## config.mk

```make
export PLATFORM = sky130hd
export DESIGN_NAME = gestor_llamadas
export DESIGN_NICKNAME = d
export VERILOG_FILES = /design/src/rtl/gestor_llamadas.sv
export SDC_FILE = /design/constraint.sdc
export NUM_CORES = 1
export LEC_CHECK = 0
export ABC_AREA = 1
export ABC_CLOCK_PERIOD_IN_PS = 3400
export BUFFER_PORTS_ARGS = -buffer_cell sky130_fd_sc_hd__buf_2
export CAP_MARGIN = 20
export CORE_ASPECT_RATIO = 0.7
export CORE_MARGIN = 1
export CORE_UTILIZATION = 35
export DETAILED_ROUTE_END_ITERATION = 16
export PLACE_DENSITY = 0.53
export SYNTH_ARGS = -nofsm -noshare
export SYNTH_HDL_FRONTEND = slang
export SYNTH_HIERARCHICAL = 1
export SYNTH_SLANG_ARGS = --single-unit
```

## constraint.sdc

```tcl
create_clock -name clk -period 3.4 [get_ports clk]
set_clock_uncertainty 0.15 [all_clocks]
set_input_delay 0.17 -clock clk [delete_from_list [all_inputs] [get_ports clk]]
set_output_delay 0.17 -clock clk [all_outputs]
set_load 0.05 [all_outputs]
```

## src/rtl/gestor_llamadas.sv

```systemverilog
// Floor-call manager: synchronize + debounce a call button, queue the selected floors in a 2^LOG2_DEPTH FIFO.
// Button edge to llamada_valida is 3+DEBOUNCE_CYCLES cycles; full queue drops with desborde; GESTOR_LLAMADAS_DEDUP_EN drops duplicate floors.

module gestor_llamadas_fifo #(
  parameter int W          = 2,
  parameter int LOG2_DEPTH = 2
) (
  input  logic                  clk,
  input  logic                  reset,
  input  logic                  wr_vld,
  input  logic [W-1:0]          wr_dat,
  output logic                  wr_rdy,
  output logic                  rd_vld,
  output logic [W-1:0]          rd_dat,
  input  logic                  rd_rdy,
  output logic [LOG2_DEPTH:0]   count
);
  localparam int DEPTH = 2**LOG2_DEPTH;
  localparam logic [LOG2_DEPTH:0]   CNT_FULL = (LOG2_DEPTH+1)'(DEPTH);
  localparam logic [LOG2_DEPTH:0]   CNT_ONE  = 1;
  localparam logic [LOG2_DEPTH-1:0] PTR_ONE  = 1;

  logic [W-1:0]          mem [DEPTH];
  logic [LOG2_DEPTH-1:0] wr_ptr, rd_ptr;
  logic                  wr_en, rd_en;

  assign rd_vld = (count != '0);
  assign rd_en  = rd_vld && rd_rdy;
  // A full queue still takes a write when the head leaves in the same cycle.
  assign wr_rdy = (count != CNT_FULL) || rd_en;
  assign wr_en  = wr_vld && wr_rdy;
  assign rd_dat = mem[rd_ptr];

  always_ff @(posedge clk or posedge reset) begin
    if (reset) begin
      wr_ptr <= '0;
      rd_ptr <= '0;
      count  <= '0;
    end else begin
      if (wr_en) wr_ptr <= wr_ptr + PTR_ONE;
      if (rd_en) rd_ptr <= rd_ptr + PTR_ONE;
      if (wr_en && !rd_en)      count <= count + CNT_ONE;
      else if (rd_en && !wr_en) count <= count - CNT_ONE;
    end
  end

  always_ff @(posedge clk) begin
    if (wr_en) mem[wr_ptr] <= wr_dat;
  end
endmodule

module gestor_llamadas #(
  parameter int DEBOUNCE_CYCLES = 16,
  parameter int LOG2_DEPTH      = 2
) (
  input  logic                  clk,
  input  logic                  reset,
  input  logic [1:0]            sw_piso,
  input  logic                  btn_llamar,
  input  logic                  llamada_tomada,
  output logic                  llamada_valida,
  output logic [1:0]            llamada_piso,
  output logic [LOG2_DEPTH:0]   pendientes,
  output logic [3:0]            pisos_pendientes,
  output logic                  desborde
);
  localparam logic [7:0]          DB_LAST = 8'(DEBOUNCE_CYCLES - 1);
  localparam logic [7:0]          DB_ONE  = 8'd1;
  localparam logic [LOG2_DEPTH:0] CNT_ONE = 1;

  logic                btn_s1, btn_s2, deb;
  logic [1:0]          sw_s1, sw_s2;
  logic [7:0]          db_cnt;
  logic                toggle;
  logic                push_req;
  logic [1:0]          push_piso;
  logic                dup, push_vld, push_rdy, push_acc, pop;
  logic [3:0]          inc, dec;
  logic [LOG2_DEPTH:0] floor_cnt [4];

  assign toggle = (btn_s2 != deb) && (db_cnt == DB_LAST);

  always_ff @(posedge clk or posedge reset) begin
    if (reset) begin
      btn_s1    <= 1'b0;
      btn_s2    <= 1'b0;
      sw_s1     <= 2'b00;
      sw_s2     <= 2'b00;
      deb       <= 1'b0;
      db_cnt    <= 8'd0;
      push_req  <= 1'b0;
      push_piso <= 2'b00;
      desborde  <= 1'b0;
    end else begin
      btn_s1 <= btn_llamar;
      btn_s2 <= btn_s1;
      sw_s1  <= sw_piso;
      sw_s2  <= sw_s1;
      if (btn_s2 == deb) begin
        db_cnt <= 8'd0;
      end else if (toggle) begin
        deb    <= ~deb;
        db_cnt <= 8'd0;
      end else begin
        db_cnt <= db_cnt + DB_ONE;
      end
      // Only the rising edge of the debounced button raises a call.
      push_req  <= toggle && !deb;
      push_piso <= sw_s2;
      desborde  <= push_req && !dup && !push_rdy;
    end
  end

  assign pop = llamada_valida && llamada_tomada;

`ifdef GESTOR_LLAMADAS_DEDUP_EN
  // A floor already waiting is dropped silently, unless it is the head leaving now.
  assign dup = pisos_pendientes[push_piso] && !(pop && (llamada_piso == push_piso));
`else
  assign dup = 1'b0;
`endif

  assign push_vld = push_req && !dup;
  assign push_acc = push_vld && push_rdy;

  gestor_llamadas_fifo #(
    .W          (2),
    .LOG2_DEPTH (LOG2_DEPTH)
  ) u_fifo (
    .clk    (clk),
    .reset  (reset),
    .wr_vld (push_vld),
    .wr_dat (push_piso),
    .wr_rdy (push_rdy),
    .rd_vld (llamada_valida),
    .rd_dat (llamada_piso),
    .rd_rdy (llamada_tomada),
    .count  (pendientes)
  );

  // Per-floor occupancy counters keep the LED mask exact with duplicates queued.
  always_comb begin
    inc              = 4'b0000;
    dec              = 4'b0000;
    pisos_pendientes = 4'b0000;
    for (int f = 0; f < 4; f++) begin
      inc[f]              = push_acc && (push_piso == 2'(f));
      dec[f]              = pop && (llamada_piso == 2'(f));
      pisos_pendientes[f] = (floor_cnt[f] != '0);
    end
  end

  always_ff @(posedge clk or posedge reset) begin
    if (reset) begin
      for (int f = 0; f < 4; f++) floor_cnt[f] <= '0;
    end else begin
      for (int f = 0; f < 4; f++) begin
        if (inc[f] && !dec[f])      floor_cnt[f] <= floor_cnt[f] + CNT_ONE;
        else if (dec[f] && !inc[f]) floor_cnt[f] <= floor_cnt[f] - CNT_ONE;
      end
    end
  end
endmodule

```

==> metrics, run 1 <==
Yosys top cell by area=dfrtp_1; Final #Nets=284; Leak=1.252 nW; outcome=complete, no violations; worst hold path class=input port to register; Clock H-tree levels=2; largest cells by area after synthesis=dfrtp_1 (42%), edfxtp_1 (11%), nand2_1 (8.5%); Die W=97.93 um; Final ANT Viol Nets=0; drt initial violations=76; CP endpoint=floor_cnt[5]$_DFFE_PP0P_; Cells after Synth=235; Max-slew headroom=73.32%; worst reg2reg path endpoint=floor_cnt[5]$_DFFE_PP0P_; Die Ht=69.15 um; r2r setup slk=1.04 ns; CTS resizes=0; critical path type=register to register; MaxCap Viol Count=0; PortBufs=16; CP endpoint kind=register; sequential-to-total area share from yosys stat=52.83%; R2R depth=13; RSZ-0062 raised after global routing=false; power density cells=762.6 nW/um^2; initial antenna violation count=0; Worst IR Drop VDD=0.0002810 V; CTS tree=built; Final setup viols=0; slew of the pin with the lowest slew margin=0.4002 ns; syn nets=256; fillers=598; DP Area=2440 um^2; WL per Instance=10.66 um; CP Launch Type=register; Starting Density=36.27%; Synth top area share=42.18%; Fin Setup TNS=0 ns; Reg2Reg Launch Point=u_fifo/rd_ptr[0]$_DFFE_PP0P_; Tmin final=2.363 ns; Synth Cell Area=2255 um^2; Crit. Startpoint=u_fifo/rd_ptr[0]$_DFFE_PP0P_; DR DRC count=0; Ports=17; CP required=3.44 ns; clock latency at the later pin of the worst-skew pair=0.30 ns; final hold violation count=0; die footprint=6772 um^2; area of the multi-input gates=909.6 um^2; Antenna Diode Count=0; Hold-fix buffers, CTS=4; Max Slew Vio Count=0; P&R area growth vs syn=16.32%; core box area=6216 um^2; Synth cell types=24; largest net degree at the start of global routing=32; Synth Register Bits=46; clk sinks=46; router iterations before antenna repair=4; Num CTS Buffers=5; final WL=3645 um; vias in the first global route=1,428; Root Buffer Master=clkbuf_8; share of layout cells above drive strength 1=14.77%; gpl congestion=0.7413; Fmax=0.4232 GHz; total chip power=0.002000 W; Synth Warn #=6; total global routing overflow=0; postcts setup bufs=0; post-DP HPWL=2723 um; GRT Resource Usage Total=12.60%; first-pass GRT wire length=6575 um; hold path depth=3; Via Count=1,469; synthesized area per cell=9.594 um^2; period utilisation layout=69.50%; sequential cell area=1191 um^2; Worst-path clk slew=0.08 ns; final non-filler cell area=2623 um^2; Via density=4.295; CP Max Fanout=8; CP arrival=2.40 ns; Max Buffers Root-to-Sink=2; row count=24
[sequential cells by signal, summed over array words and instances, names as in the netlist]
signal,count
btn_s1,1
btn_s2,1
db_cnt,8
deb,1
desborde,1
floor_cnt,12
push_piso,2
push_req,1
sw_s1,2
sw_s2,2
u_fifo/count,3
u_fifo/mem,8
u_fifo/rd_ptr,2
u_fifo/wr_ptr,2
[cell usage after synthesis (all sizes together)]
cell / instances
nand2: 56
xnor2: 6
xor2: 7
o21ai: 3
edfxtp: 8
o21bai: 1
nor3b: 1
o211ai: 2
inv: 41
nor2: 30
nand3b: 4
fa: 5
dfrtp: 38
nand4: 1
mux2: 4
nand3: 14
nor3: 4
ha: 10
[cell type report]
type                    count  share of cell area (%)
well taps                  78                   3.721
clock buffers               6                   3.149
flip-flops and latches     46                   45.42
clock inverters             2                   2.290
multi-input cells         148                   34.69
inverters                  41                   5.868
repair buffers             21                   4.866
[where the power goes]
part	leakage [nW]	internal [W]	switching, W
Combinational	0.637	0.000248	0.000475
Clock	0.0714	0.000313	0.000182
Sequential	0.544	0.000673	0.000108
[placed cells by master, fill, tap and decap left out, types with 2 or more instances in the layout]
cell type / count
buf_2: 16
bufinv_16: 2
clkbuf_8: 6
dfrtp_1: 38
dlygate4sd3_1: 4
edfxtp_1: 8
fa_1: 5
ha_1: 10
inv_1: 40
mux2_2: 4
nand2_1: 51
nand2_2: 4
nand3_1: 13
nand3b_1: 4
nor2_1: 28
nor2_2: 2
nor3_1: 4
o211ai_1: 2
o21ai_0: 2
xnor2_1: 6
xor2_1: 7
[worst max-delay path, cell delays in order (launching register included)]
cell and delay [ns]:
dfrtp_1 0.42, inv_1 0.19, nor2_1 0.06, nor2_1 0.08
o21ai_0 0.09, nand2_1 0.14, inv_1 0.07, nand3_1 0.11
ha_1 0.18, inv_1 0.07, fa_1 0.38, nand2_1 0.08
nand3b_1 0.10, xor2_1 0.15
[routing by layer]
| layer | wire length [um] | global-route usage [%] | share of wire, % |
|---|---|---|---|
| met1 | 1967 | 17.72 | 54 |
| met2 | 1459 | 17.92 | 40 |
| met3 | 150 | 3.753 | 4.1 |
| met4 | 68 | 5.556 | 1.9 |
| met5 | 0 | 0 | 0 |
[kinds of logic (layout without fill, tap and decap cells)]
kind of cell / count (synthesis) / after routing / share of synthesized area (%)
buffers and inverters: 41 / 70 / 6.825
AO/OA/AOI/OAI: 6 / 6 / 1.831
flip-flops: 46 / 46 / 52.83
adder cells (fa/ha/maj): 15 / 15 / 9.989
multiplexers: 4 / 4 / 1.998
AND/OR/NAND/NOR: 110 / 110 / 21.48
XOR/XNOR: 13 / 13 / 5.050
[worst min-delay path by stage]
stage	from	end
floorplan	reset	u_fifo/count[0]$_DFFE_PP0P_
global placement	reset	u_fifo/count[1]$_DFFE_PP0P_
detailed placement	reset	u_fifo/count[0]$_DFFE_PP0P_
CTS	llamada_tomada	u_fifo/rd_ptr[0]$_DFFE_PP0P_
global route	llamada_tomada	u_fifo/rd_ptr[0]$_DFFE_PP0P_
finish	llamada_tomada	u_fifo/rd_ptr[0]$_DFFE_PP0P_
[per-stage QoR]
step,utilization (%),hold slack [ns],setup slack (ns),std cells
detailed placement,39.25,-0.009067,1.046,330
global route,42.19,0.009931,0.7882,342
floorplan,-,-0.1766,0.8560,235
finish,42.19,0.02234,1.037,342
CTS,42.19,0.007746,1.013,342
global placement,39.25,-0.01006,1.049,330
Power figures use the tool's default switching activity.
==> run 2: changes to the inputs <==
- ABC_CLOCK_PERIOD_IN_PS: 3400 -> 2000
- PLACE_DENSITY: 0.53 -> 0.55
- clock period: 3.4 -> 2 ns (I/O delays scaled with it)
==> metrics, run 2 (synthesized netlist as in run 1, its figures left out) <==
outcome=finished, violations left; failing checks=design-rule violations, negative setup slack; clock latency at the later pin of the worst-skew pair=0.31 ns (about the same); busiest grt layer=met2; commonest non-fill, non-tap cell in the layout=nand2_1; Starting Density=36.27% (unchanged); worst hold start=llamada_tomada; GRT Resource Usage Total=14.24% (+1.6 points); hold path depth=4 (+1); Worst IR Drop VDD=0.0004142 V (+47%); Final ANT Viol Nets=0 (unchanged); PortBufs=16 (unchanged); Final #Nets=312 (+9.9%); Max Buffers Root-to-Sink=2 (unchanged); CTS tree=built; Fin Setup TNS=-1.091 ns (-1.091 ns); DR DRC count=1 (+1); die footprint=6772 um^2 (unchanged); met3 Use GR=4.260% (+0.51 points); r2r setup slk=-0.20 ns (-1.23 ns); Hold Path Sink=u_fifo/rd_ptr[1]$_DFFE_PP0P_; GRT met2 Usage=21.75% (+3.8 points); Antenna Diode Count=0 (unchanged); critical path type=register to register; total global routing overflow=0 (unchanged); Tmin final=2.195 ns (-0.1679 ns); gpl congestion=0.7724 (+4.2%); Die Ht=69.15 um (unchanged); first-pass GRT wire length=7410 um (+13%); post-DP HPWL=3007 um (+10%); router iterations before antenna repair=10 (+6); share of layout cells above drive strength 1=35.96% (+21 points); core box area=6216 um^2 (unchanged); Via Count=1,624 (+11%); period utilisation layout=109.8% (+40 points); Die W=97.93 um (unchanged); worst reg2reg path endpoint=floor_cnt[4]$_DFFE_PP0P_; Fmax=0.4555 GHz (+7.6%); P&R area growth vs syn=33.57%; final hold violation count=0 (unchanged); Max Slew Vio Count=0 (unchanged); smallest hold slack=0.04912 ns (+0.02678 ns); row count=24 (unchanged); RSZ-0062 raised after global routing=true; Reg2Reg Launch Point=u_fifo/rd_ptr[0]$_DFFE_PP0P_; most frequent cells in the layout=nand2_1 (45), dfrtp_1 (35), inv_1 (30); CP arrival=2.24 ns (-0.16 ns); Leak=1.397 nW (+12%); slew of the pin with the lowest slew margin=0.4202 ns (+0.01998 ns); top flop regs=floor_cnt (12), db_cnt (8), u_fifo/mem (8); Clock H-tree levels=2 (unchanged); CP Launch Type=register; Max-slew headroom=71.99% (-1.3 points); Ports=17 (unchanged); clk sinks=46 (unchanged); met1 usage=19.05% (+1.3 points); Final setup viols=8 (+8); worst setup margin=-0.1952 ns (-1.232 ns); Largest Register=floor_cnt; max reg flops=12 (unchanged); MaxCap Viol Count=0 (unchanged); WL per Instance=11.38 um (+6.8%); vias in the first global route=1,651 (+16%); CP endpoint kind=register; worst hold path class=input port to register; power density cells=1215 nW/um^2 (+59%); largest net degree at the start of global routing=32 (unchanged); initial antenna violation count=0 (unchanged); CP required=2.04 ns (-1.40 ns); Worst-path clk slew=0.09 ns (about the same); R2R depth=11 (-2); Via density=4.389 (+2.2%); final WL=4211 um (+16%); drt initial violations=54 (-29%); Num CTS Buffers=5 (unchanged); Root Buffer Master=clkbuf_8; CP Max Fanout=7 (-1)
## run 2: final cells by class
cell class	count	area, um^2
Timing Repair Buffer	49	361.6
Inverter	41	163.9
Sequential cell	46	1195
Clock inverter	3	21.27
Tap cell	78	97.59
Fill cell	584	3204
Multi-Input combinational cell	148	1104
Clock buffer	5	68.82
## run 2: critical path, cell delays in order, from the launching register on
cell     delay [ns]
dfrtp_1        0.41
inv_2          0.11
nor2_1         0.05
nor2_1         0.07
o21ai_1        0.10
nand2_4        0.11
buf_4          0.11
nand3_2        0.09
ha_4           0.17
inv_2          0.05
fa_1           0.40
mux2_2         0.27
## run 2: per-stage QoR
| stage | total power, W | worst slack (ns) | util, % | std cells | cell area, um^2 |
|---|---|---|---|---|---|
| after global placement | 0.002872 | -0.2147 | 43.74 | 351 | 2719 |
| after floorplan | 0.002431 | -0.2257 | - | 235 | 2364 |
| after global routing | 0.003946 | -0.3036 | 48.45 | 370 | 3012 |
| after CTS | 0.003574 | -0.1890 | 46.86 | 366 | 2913 |
| after detailed placement | 0.002905 | -0.2268 | 43.74 | 351 | 2719 |
| final | 0.003660 | -0.1952 | 48.45 | 370 | 3012 |
## run 2: report_power, final
part           internal, W  total (W)  switching (W)  leakage, nW
Sequential         0.00115    0.00132       0.000169        0.540
Clock             0.000246   0.000578       0.000332       0.0441
Combinational     0.000735    0.00176        0.00103        0.812
Total              0.00213    0.00366        0.00153         1.40
## run 2: worst max path at each step
stage | startpoint | end | slack (ns) | cells after the start
floorplan | u_fifo/rd_ptr[0]$_DFFE_PP0P_ | floor_cnt[10]$_DFFE_PP0P_ | -0.23 | 9
global placement | u_fifo/rd_ptr[0]$_DFFE_PP0P_ | floor_cnt[10]$_DFFE_PP0P_ | -0.21 | 9
detailed placement | u_fifo/rd_ptr[0]$_DFFE_PP0P_ | floor_cnt[10]$_DFFE_PP0P_ | -0.23 | 9
CTS | u_fifo/rd_ptr[0]$_DFFE_PP0P_ | floor_cnt[4]$_DFFE_PP0P_ | -0.19 | 9
global route | u_fifo/rd_ptr[0]$_DFFE_PP0P_ | floor_cnt[5]$_DFFE_PP0P_ | -0.30 | 11
finish | u_fifo/rd_ptr[0]$_DFFE_PP0P_ | floor_cnt[4]$_DFFE_PP0P_ | -0.20 | 11
## run 2: repair_timing
action	CTS	global route
setup endpoints to repair	10	10
gates resized for setup	10	17
pin swaps	7	16
cloned	0	0
hold buffers	4	0
endpoints found under the hold margin	41	0
buffers inserted	3	4
## run 2: per-layer routing
layer / vias up / part of all wire, % / wire (um)
met5: - / 0 / 0
met4: 0 / 1.3 / 55
met3: 5 / 3.4 / 143
met2: 21 / 45 / 1893
met1: 765 / 50 / 2119
li1: 833 / - / -
